`src/rtl/fpu_ss_pkg.sv`:
```
// ============================================================================
// fpu_ss_pkg: shared types and constants for the FPU subsystem writeback path.
// Revision: 1.0
// ============================================================================
`default_nettype none

package fpu_ss_pkg;

    localparam int FLEN        = 32;
    localparam int X_ID_WIDTH  = 4;
    localparam int X_RFW_WIDTH = 32;

    typedef enum logic {
        WbFpu = 1'b0,
        WbMem = 1'b1
    } wb_src_e;

    localparam logic [1:0] FS_DIRTY = 2'b11;

    // mstatus-update fields of the X-interface result: only FS is ever touched here.
    localparam logic [2:0] ECSWE_FS         = 3'b010;
    localparam logic [5:0] ECSDATA_FS_DIRTY = {2'b00, FS_DIRTY, 2'b00};

    typedef struct packed {
        logic [4:0]            addr;
        logic                  rd_is_fp;
        logic [X_ID_WIDTH-1:0] id;
    } fpu_tag_t;

    typedef struct packed {
        logic [X_ID_WIDTH-1:0] id;
        logic [4:0]            rd;
        logic                  we;
    } mem_metadata_t;

    typedef struct packed {
        logic [X_ID_WIDTH-1:0]  id;
        logic [X_RFW_WIDTH-1:0] data;
        logic [4:0]             rd;
        logic                   we;
        logic [2:0]             ecswe;
        logic [5:0]             ecsdata;
        logic                   exc;
        logic [5:0]             exccode;
        logic                   err;
        logic                   dbg;
    } x_result_t;

    localparam x_result_t X_RESULT_DEFAULT = '0;

endpackage

`default_nettype wire

```
`src/rtl/fpu_ss_wb_rr.sv`:
```
// ============================================================================
// fpu_ss_wb_rr: two-way round-robin grant between the FPU and LSU completions.
// Revision: 1.0
// ============================================================================
`default_nettype none

module fpu_ss_wb_rr
    import fpu_ss_pkg::*;
#(
    parameter logic RR_INIT = 1'b0
) (
    input  logic    clk_i,
    input  logic    rst_ni,
    input  logic    fpu_valid_i,
    input  logic    mem_valid_i,
    input  logic    accept_i,
    output wb_src_e gnt_o
);

    logic rr_q;
    logic rr_d;

    always_comb begin
        rr_d  = rr_q;
        gnt_o = WbFpu;
        if (fpu_valid_i && mem_valid_i) begin
            gnt_o = wb_src_e'(rr_q);
        end else if (mem_valid_i) begin
            gnt_o = WbMem;
        end
        // Pointer always lands on the source that was not just served.
        if (accept_i) begin
            rr_d = (gnt_o == WbFpu) ? 1'b1 : 1'b0;
        end
    end

    always_ff @(posedge clk_i) begin
        if (!rst_ni) begin
            rr_q <= RR_INIT;
        end else begin
            rr_q <= rr_d;
        end
    end

endmodule

`default_nettype wire

```
`src/rtl/fpu_ss_wb_arbiter.sv`:
```
// ============================================================================
// fpu_ss_wb_arbiter: merges FPU and LSU completions into FPR writes, fflags
// updates and one registered X-interface result per offloaded instruction.
// Revision: 1.0
// ============================================================================
`default_nettype none

module fpu_ss_wb_arbiter
    import fpu_ss_pkg::*;
#(
    parameter int unsigned FLEN    = fpu_ss_pkg::FLEN,
    parameter logic        RR_INIT = 1'b0
) (
    input  logic            clk_i,
    input  logic            rst_ni,
    input  logic            fpu_valid_i,
    output logic            fpu_ready_o,
    input  logic [FLEN-1:0] fpu_result_i,
    input  fpu_tag_t        fpu_tag_i,
    input  logic [4:0]      fpu_status_i,
    input  logic            mem_valid_i,
    output logic            mem_ready_o,
    input  logic [FLEN-1:0] mem_rdata_i,
    input  mem_metadata_t   mem_meta_i,
    output logic            fpr_we_o,
    output logic [4:0]      fpr_waddr_o,
    output logic [FLEN-1:0] fpr_wdata_o,
    output logic            fflags_we_o,
    output logic [4:0]      fflags_o,
    output logic            x_result_valid_o,
    input  logic            x_result_ready_i,
    output x_result_t       x_result_o
);

    logic      out_valid_q;
    logic      out_valid_d;
    x_result_t out_q;
    x_result_t out_d;

    logic      out_free;
    logic      accept;
    wb_src_e   gnt;
    x_result_t entry;

    fpu_ss_wb_rr #(
        .RR_INIT (RR_INIT)
    ) u_rr (
        .clk_i       (clk_i),
        .rst_ni      (rst_ni),
        .fpu_valid_i (fpu_valid_i),
        .mem_valid_i (mem_valid_i),
        .accept_i    (accept),
        .gnt_o       (gnt)
    );

    assign out_free = !out_valid_q || x_result_ready_i;
    assign accept   = rst_ni && out_free && (fpu_valid_i || mem_valid_i);

    always_comb begin
        fpu_ready_o = 1'b0;
        mem_ready_o = 1'b0;
        fpr_we_o    = 1'b0;
        fpr_waddr_o = '0;
        fpr_wdata_o = '0;
        fflags_we_o = 1'b0;
        fflags_o    = '0;
        entry       = X_RESULT_DEFAULT;

        if (accept && gnt == WbFpu) begin
            fpu_ready_o   = 1'b1;
            fflags_we_o   = 1'b1;
            fflags_o      = fpu_status_i;
            entry.id      = fpu_tag_i.id;
            entry.ecswe   = ECSWE_FS;
            entry.ecsdata = ECSDATA_FS_DIRTY;
            if (fpu_tag_i.rd_is_fp) begin
                fpr_we_o    = 1'b1;
                fpr_waddr_o = fpu_tag_i.addr;
                fpr_wdata_o = fpu_result_i;
            end else begin
                entry.we   = 1'b1;
                entry.rd   = fpu_tag_i.addr;
                entry.data = X_RFW_WIDTH'(fpu_result_i);
            end
        end else if (accept && gnt == WbMem) begin
            mem_ready_o = 1'b1;
            entry.id    = mem_meta_i.id;
            if (mem_meta_i.we) begin
                fpr_we_o      = 1'b1;
                fpr_waddr_o   = mem_meta_i.rd;
                fpr_wdata_o   = mem_rdata_i;
                entry.ecswe   = ECSWE_FS;
                entry.ecsdata = ECSDATA_FS_DIRTY;
            end
        end
    end

    // A new acceptance overrides the drain so back-to-back results see no bubble.
    always_comb begin
        out_valid_d = out_valid_q;
        out_d       = out_q;
        if (accept) begin
            out_valid_d = 1'b1;
            out_d       = entry;
        end else if (out_valid_q && x_result_ready_i) begin
            out_valid_d = 1'b0;
            out_d       = X_RESULT_DEFAULT;
        end
    end

    always_ff @(posedge clk_i) begin
        if (!rst_ni) begin
            out_valid_q <= 1'b0;
            out_q       <= X_RESULT_DEFAULT;
        end else begin
            out_valid_q <= out_valid_d;
            out_q       <= out_d;
        end
    end

    assign x_result_valid_o = out_valid_q;
    assign x_result_o       = out_q;

endmodule

`default_nettype wire

```
`config.mk`:
```
export PLATFORM = sky130hd
export DESIGN_NAME = fpu_ss_wb_arbiter
export DESIGN_NICKNAME = d
export VERILOG_FILES = /design/src/rtl/fpu_ss_pkg.sv /design/src/rtl/fpu_ss_wb_rr.sv /design/src/rtl/fpu_ss_wb_arbiter.sv
export SDC_FILE = /design/constraint.sdc
export NUM_CORES = 1
export LEC_CHECK = 0
export BUFFER_PORTS_ARGS = -buffer_cell sky130_fd_sc_hd__clkbuf_2
export CAP_MARGIN = 40
export CORE_UTILIZATION = 41
export DETAILED_ROUTE_END_ITERATION = 12
export GPL_TIMING_DRIVEN = 0
export PLACE_DENSITY = 0.81
export SLEW_MARGIN = 40
export SYNTH_ARGS = -nofsm -noshare
export SYNTH_HDL_FRONTEND = slang
export SYNTH_HIERARCHICAL = 1
export SYNTH_SLANG_ARGS = --single-unit
```
`constraint.sdc`:
```
create_clock -name clk_i -period 2.1 [get_ports clk_i]
set_input_delay 0.315 -clock clk_i [delete_from_list [all_inputs] [get_ports clk_i]]
set_output_delay 0.315 -clock clk_i [all_outputs]
set_load 0.01 [all_outputs]
```
* After elaboration in Yosys (flattened, before gate mapping)
Cells that the tools add are included.
** Operators by class
- Eq/ne operators :: 0
- Magnitude comparators :: 0
- Multiplexer cells :: 30
- Reductions and logical operators :: 10
- $mul :: 0
- Shift-type cells :: 0
- Div/mod/pow operators :: 0
- $add $sub $neg :: 0
- Bitwise gates (word level) :: 1
** Operators by type and width (number)
- 2-to-1 mux 32 bit :: 4
- 2-to-1 mux 60 bit :: 2
- 2-to-1 mux 38 bit :: 2
- 2-to-1 mux 5 bit :: 5
- 2-to-1 mux 8 bit :: 3
- 2-to-1 mux 1 bit :: 12
- 2-to-1 mux 4 bit :: 2
- logical AND 1 bit :: 6
- logical OR 1 bit :: 2
- nonzero test 2 bit :: 1
- logical NOT 1 bit :: 1
- inverter 1 bit :: 1
** Word-level totals
- Memories :: 0
- Memory bits (writable) :: 0
- Latch bits :: 0
- Flip-flop bits (word level) :: 53
- Bits in read-only memories :: 0
- Word-level logic and storage cells :: 49
- Output and inout bits :: 107

* Logic depth before layout (Yosys ltp)
Gate-level depths: netlist (run 1).
- Depth after elaboration :: 8
- Gate-level depth with buffers :: 7
- Depth with buffers taken out :: 5

* Hierarchy
Netlist (run 1), hierarchy kept.
** Modules (own cells, without submodules)
- fpu_ss_wb_arbiter :: cells each 331, instances 1, sequential area each 880.8 um^2, area an instance 2678.8 um^2
- fpu_ss_wb_rr :: cells each 5, instances 1, sequential area each 20.0 um^2, area an instance 52.6 um^2

* Worst setup path after synthesis (run 1)
Ideal clock, no wire load.
- Path type :: reg2out
- From :: reg u_rr.rr_q
- To :: out fpr_waddr_o[0]
- Cell stages (with the launch flop) :: 8
- Data arrival time :: 1.505 ns
- Buffers on the path :: 2
- Required time :: 1.785 ns
- Slack :: 0.280 ns
- Cell sequence :: dfxtp_1 nand2b_4 and2_2 nor2b_1 buf_4 clkbuf_1 a22oi_1 nor2_1
** On the way
- Longest elaborated chain between the ends :: 4
- Elaborated cells between the ends (all ways) :: 6
- Those cells by class :: mux: 3; bitwise: 1; reduce/logical: 2
** Ends and longest elaborated chain
- start: declaration :: line fpu_ss_wb_rr.sv:20 : logic rr_q;
- start signal: assignment :: line fpu_ss_wb_rr.sv:41 : rr_q <= rr_d;
- 2-to-1 mux 1 bit (*) :: line fpu_ss_wb_rr.sv:26 : if (fpu_valid_i && mem_valid_i) begin
- via gnt :: line fpu_ss_wb_arbiter.sv:42 : wb_src_e gnt;
- logical AND 1 bit or inverter 1 bit (tied branches)
- 2-to-1 mux 5 bit or logical AND 1 bit (tied branches) :: line fpu_ss_wb_arbiter.sv:85, fpu_ss_wb_arbiter.sv:69
- 2-to-1 mux 5 bit (*) :: line fpu_ss_wb_arbiter.sv:69 : if (accept && gnt == WbFpu) begin
- end: declaration :: line fpu_ss_wb_arbiter.sv:26 : output logic [4:0] fpr_waddr_o,
The timed path passes the listed nets; every way through them passes the cells marked *.

* Final worst setup path (run 1)
- From :: reg u_rr.rr_q
- To :: out fpr_waddr_o[4]
Same word-level chain as after synthesis.

==> results of run 1 <==
-- power breakdown --
group / switching, mW / leakage [nW] / total, mW / internal, mW
registers: 0.0206 / 0.366 / 0.908 / 0.887
logic: 0.350 / 1.54 / 0.648 / 0.298
clock network: 0.299 / 0.0450 / 0.530 / 0.231
-- worst reg2reg max path, stage by stage, from the launching register on --
cell	delay, ns
dfxtp_2	0.33
nand2b_4	0.13
and2_4	0.19
nor2_1	0.22
o2111ai_4	0.28
buf_6	0.25
o22ai_2	0.16
-- registers in the layout, summed over array words and instances, names as in the netlist --
name,cells
u_rr/rr_q,1
x_result_o,43
x_result_valid_o,1
-- through the flow --
stage	cell area (um2)	setup WS, ns	TNS (ns)
floorplan	2784	0.2797	0
global placement	3806	-0.2191	-3.741
detailed placement	3806	-0.2341	-4.322
CTS	3989	0.002345	0
global route	4049	-0.003260	-0.007092
finish	4049	0.08368	0
-- layout make-up --
type	count	share of cell area, %
Clock inverter	2	0.2472
Multi-Input combinational cell	255	39.65
Tap cell	77	2.379
Clock buffer	6	1.792
Timing Repair Buffer	193	24.35
Sequential cell	45	22.28
Inverter	2	0.1854
Buffer	48	9.116
-- synth_stat cells, drive strengths merged --
master	instances	share of area, %
buf	37	9.9
nand2b	2	0.73
a21boi	3	0.82
conb	1	0.14
nor3	4	0.73
o22ai	37	15
o211ai	1	0.27
o21ai	6	1.2
inv	2	0.27
a22oi	37	10
or2	1	0.23
nand2	75	10
o2111ai	1	0.96
clkbuf	11	1.5
nor2	42	5.8
dfxtp	45	33
o2bb2ai	3	0.96
nor2b	4	0.92
nand3	4	0.92
o21a	4	1.1
a211oi	3	0.82
mux2	2	0.82
a31oi	1	0.23
nor3b	5	1.4
mux2i	2	0.73
and2	3	0.73
-- how the worst max path moves through the flow --
| stage | endpoint | slack (ns) |
|---|---|---|
| 6_report | fpr_waddr_o[4] | 0.08 |
| 5_1_grt | fpr_wdata_o[14] | -0.003 |
| 4_1_cts | fpr_wdata_o[8] | 0.002 |
| 3_5_place_dp | fpr_wdata_o[25] | -0.23 |
| 3_3_place_gp | fpr_wdata_o[25] | -0.22 |
| 2_1_floorplan | fpr_waddr_o[0] | 0.28 |
-- kinds of logic (layout without fill, tap and decap cells) --
group | Yosys count | count (layout)
compound gates | 96 | 96
buf+inv | 50 | 251
flops | 45 | 45
mux | 4 | 4
other cells | 1 | 15
simple gates | 140 | 140
-- placed cells by master (no fill, tap or decap), types with 2 or more instances in the layout --
master     synthesis  routed
a211oi_1           3       3
a21boi_0           3       3
a22oi_1           37      33
a22oi_2            0       4
and2_4             0       2
buf_2              9       9
buf_4             22      30
buf_6              5       7
buf_8              0       4
clkbuf_1          11       8
clkbuf_2           0     183
clkbuf_8           0       5
clkinv_2           0       2
conb_1             1      15
dfxtp_1           45      44
inv_1              2       2
mux2_2             2       2
mux2i_1            2       2
nand2_1           75      75
nand3_1            3       3
nor2_1            42      42
nor2b_1            4       3
nor3_1             4       4
nor3b_1            5       5
o21a_1             4       4
o21ai_0            5       5
o22ai_1            7       7
o22ai_2           30      30
o2bb2ai_1          3       3
-- layer usage --
layer,up-vias,track usage [%]
li1,1581,-
met1,1474,29.48
met2,136,44.94
met3,12,5.737
met4,0,6.163
met5,-,0
-- timing repair --
| item | CTS | global route |
|---|---|---|
| setup endpoints to repair | 41 | 33 |
| setup buffers | 6 | 2 |
| hold endpoints to repair | 0 | 0 |
| pin swaps | 0 | 3 |
| gates resized for setup | 18 | 18 |
==> qor.txt, run 1 <==
CP Launch Type = register
total clock sinks = 45
Critical R2R Launch = u_rr/rr_q
Clock Latency Late Sink = 0.30 ns
Max clock buf depth = 2
dpl cells = 612
initial core utilization = 42.77%
synth warn = 6
drt wl/cell = 14.31 um
FF/Latch Area = 902.1 um2
DRT iter0 DRCs = 129
Routed met2 length = 4.476 mm
WL met3 = 657 um
final worst path period need = 2.016 ns
Syn Inst Count = 336
vias in the first global route = 2985
Antenna diodes = 0
final wirelength = 8.986 mm
hold path cells = 3
outcome = finished, final reports clean
Cell Pwr Density = 515.2 mW/mm2
R2R depth = 6
cts bufs inserted = 5
Crit Path Max Fanout = 6
Netlist cell types = 34
CP Depth = 8
Final Hold Viols = 0
Worst-path clk slew = 0.09 ns
Layout Cells excl Fill = 628
Synth Area in XOR/XNOR = 0%
Hold Slack = 0.2750 ns
final setup violating endpoints = 0
crit-path cells = nand2b_4, and2_4, and2_4, buf_6, buf_4, a22oi_1, nor2_1, clkbuf_2
delay-heaviest family, CP = simple AND/OR/NAND/NOR gates
FP Rows = 29
CP dominant cell by count = and2_4
CP peak stage delay = 0.33 ns
Post-DRT Antenna Nets = 0
Hold Path Sink = x_result_o[34]
input/output buffers = 185
total power = 2.086 mW
Initial DRT Pass Iterations = 6
syn_area_per_cell = 8.129 um2
Leak = 1.955 nW
Final Wtd Congestion = 0.8025
die height = 83.62 um
HPWL after detailed placement = 6.666 mm
crit path buf inv count = 3
CP startpoint = u_rr/rr_q
max_cap viols = 0
Slew Viols, Final = 0
Clock Tree Root = clkbuf_8
Crit Path Class = register to output pin
Tcrit/Tclk final = 96.02%
share of cells above drive strength 1 = 51.72%
first-pass GRT wire length = 14.15 mm
hold_sp = fpu_result_i[10]
Hold Buf Count CTS = 0
RSZ-0062 raised after global routing = yes
area occupied by multi-input gates = 0.001605 mm2
Synth Area in Adders = 0%
Reg-to-Reg End = x_result_o[40]
initial antenna violation count = 0
wl on met1 = 3.697 mm
Max Used Layer = met4
vias per inst = 5.100
H-tree levels = 2
I/O pin count = 201
Final #Nets = 644
Crit-path slowest cell = dfxtp_2
post-layout util = 63.40%
grt ovf = 0
total track usage = 24.85%
Layout area overhead = 48.24%
core area = 0.006386 mm2
Max Clock Skew = 0.007555 ns
Post-Synthesis Cell Area = 0.002731 mm2
crit path DAT = 1.70 ns
Fillers = 561
Hold Path Class = primary input to register
Synth Register Bits = 45
reg-to-reg setup timing slack = 0.48 ns
die width = 83.62 um
mux contribution to synthesized area = 1.557%
pin count of the biggest net entering global routing = 14
largest family of logic cells by synthesized area = compound AO/OA/AOI/OAI gates
Req. time, crit path = 1.78 ns
fmax = 0.4960 GHz
simple-gate share of the synthesized area = 21.71%
via count = 3203
residual DRC count = 0
Slew HR = 62.57%
crit end category = output pin
Worst Tran Pin Value = 0.5613 ns
die area = 0.006992 mm2
CTS tree = yes
Peak VDD IR = 0.2813 mV
sequential share of the synthesized area = 32.98%
post-synthesis compound-gate area fraction = 31.93%
No activity file was read; power rests on OpenSTA's default activity.
==> run 2: changes to the inputs <==
--- a/config.mk
+++ b/config.mk
@@ -11,6 +11,7 @@
 export DETAILED_ROUTE_END_ITERATION = 12
 export GPL_TIMING_DRIVEN = 0
 export PLACE_DENSITY = 0.81
+export RECOVER_POWER = 50
 export SLEW_MARGIN = 40
 export SYNTH_ARGS = -nofsm -noshare
 export SYNTH_HDL_FRONTEND = slang
==> run 2 against run 1 <==
  * Register-to-register slack barely moved
  * Hold slack got worse by 0.0033 ns
  * Die area did not move
  * Critical path type unchanged
  * Highest routed layer unchanged
  * Via count rose by 0.22%
  * Flip-flop and latch count did not move
  * Global-route usage did not move
==> qor.txt, run 2 (same netlist as run 1, synthesis figures left out) <==
final worst path period need = 2.029 ns
Hold Buf Count CTS = 0
Fillers = 595
crit end category = output pin
FF/Latch Area = 902.1 um2
cts bufs inserted = 5
first-pass GRT wire length = 14.15 mm
residual DRC count = 0
die width = 83.62 um
total clock sinks = 45
Crit Path Class = register to output pin
input/output buffers = 185
HPWL after detailed placement = 6.666 mm
Initial DRT Pass Iterations = 6
Worst-path clk slew = 0.09 ns
pin count of the biggest net entering global routing = 14
outcome = finished, final reports clean
Tcrit/Tclk final = 96.60%
cell area after layout = 0.003994 mm2
Layout area overhead = 46.22%
via count = 3210
total power = 2.079 mW
DRT iter0 DRCs = 123
Final Wtd Congestion = 0.8025
die height = 83.62 um
dpl cells = 612
Worst Tran Pin Value = 0.5419 ns
die area = 0.006992 mm2
area occupied by multi-input gates = 0.001605 mm2
Final Hold Viols = 0
vias per inst = 5.111
initial antenna violation count = 0
Hold Path Class = primary input to register
placed inst area = 0.003806 mm2
initial core utilization = 42.77%
final setup violating endpoints = 0
commonest cells after routing, fill and taps aside = 139 x clkbuf_2, 75 x nand2_1, 52 x clkbuf_1
CP Launch Type = register
Final #Nets = 644
core area = 0.006386 mm2
grt ovf = 0
share of cells above drive strength 1 = 43.74%
max_cap viols = 0
crit path DAT = 1.71 ns
Max Clock Skew = 0.008048 ns
Cell Pwr Density = 520.6 mW/mm2
final wirelength = 9.034 mm
FP Rows = 29
Hold Slack = 0.2717 ns
RSZ-0062 raised after global routing = yes
Peak VDD IR = 0.2806 mV
CTS tree = yes
fmax = 0.4929 GHz
commonest non-fill, non-tap cell in the layout = clkbuf_2
Antenna diodes = 0
setup TNS = 0 ns
Slew Viols, Final = 0
Clock Tree Root = clkbuf_8
Slew HR = 63.87%
Clock Latency Late Sink = 0.30 ns
Req. time, crit path = 1.78 ns
vias in the first global route = 2985
Post-DRT Antenna Nets = 0
Max clock buf depth = 2
Layout Cells excl Fill = 628
H-tree levels = 2
I/O pin count = 201
drt wl/cell = 14.39 um
Largest register FFs = 43
Crit Path Max Fanout = 10
Leak = 1.806 nW
total track usage = 24.85%
## run 2: repair_timing
| action | 4_1_cts | 5_1_grt |
|---|---|---|
| setup buffers | 6 | 2 |
| resized for setup | 18 | 18 |
| setup endpoints to repair | 41 | 33 |
| cloned | 0 | 0 |
| pin swaps | 0 | 3 |
## run 2: report_power, final
group,internal [mW],leakage (nW),switching [mW]
Clock,0.231,0.0450,0.299
Sequential,0.887,0.366,0.0202
Combinational,0.290,1.39,0.351
Total,1.41,1.81,0.670
## run 2: path summary, 6_finish.rpt
| check | start | to | slack [ns] | depth (start not counted) |
|---|---|---|---|---|
| max | u_rr/rr_q | fpr_wdata_o[8] | 0.07 | 8 |
| min | fpu_result_i[10] | x_result_o[34] | 0.27 | 3 |
| max reg2reg | u_rr/rr_q | x_result_o[40] | 0.47 | 6 |
| min reg2reg | x_result_o[30] | x_result_o[30] | 0.47 | 2 |
## run 2: critical path, cell delays in order, from the launching register on
cell	delay, ns
dfxtp_2	0.33
nand2b_4	0.11
and2_4	0.19
and2_4	0.16
buf_6	0.14
buf_8	0.14
a22oi_1	0.06
nor2_1	0.13
clkbuf_2	0.15
## run 2: per-stage QoR
stage	utilization [%]	worst slack (ns)
final	62.54	0.07139
after global placement	59.60	-0.2191
after CTS	62.46	0.002345
after floorplan	-	0.2797
after global routing	62.54	-0.003260
after detailed placement	59.60	-0.2341
## run 2: layout make-up
cell class                      instances  share of cell area [%]
Clock inverter                          2                  0.2506
Tap cell                               77                   2.412
Multi-Input combinational cell        255                   40.19
Buffer                                 48                   9.242
Sequential cell                        45                   22.59
Clock buffer                            6                   1.817
Timing Repair Buffer                  193                   23.31
Inverter                                2                  0.1880
## run 2: metal layers
| metal | GRT usage [%] | up-vias | part of all wire (%) |
|---|---|---|---|
| li1 | - | 1580 | - |
| met1 | 29.48 | 1486 | 41 |
| met2 | 44.94 | 134 | 50 |
| met3 | 5.737 | 10 | 7.0 |
| met4 | 6.163 | 0 | 1.3 |
| met5 | 0 | - | 0 |
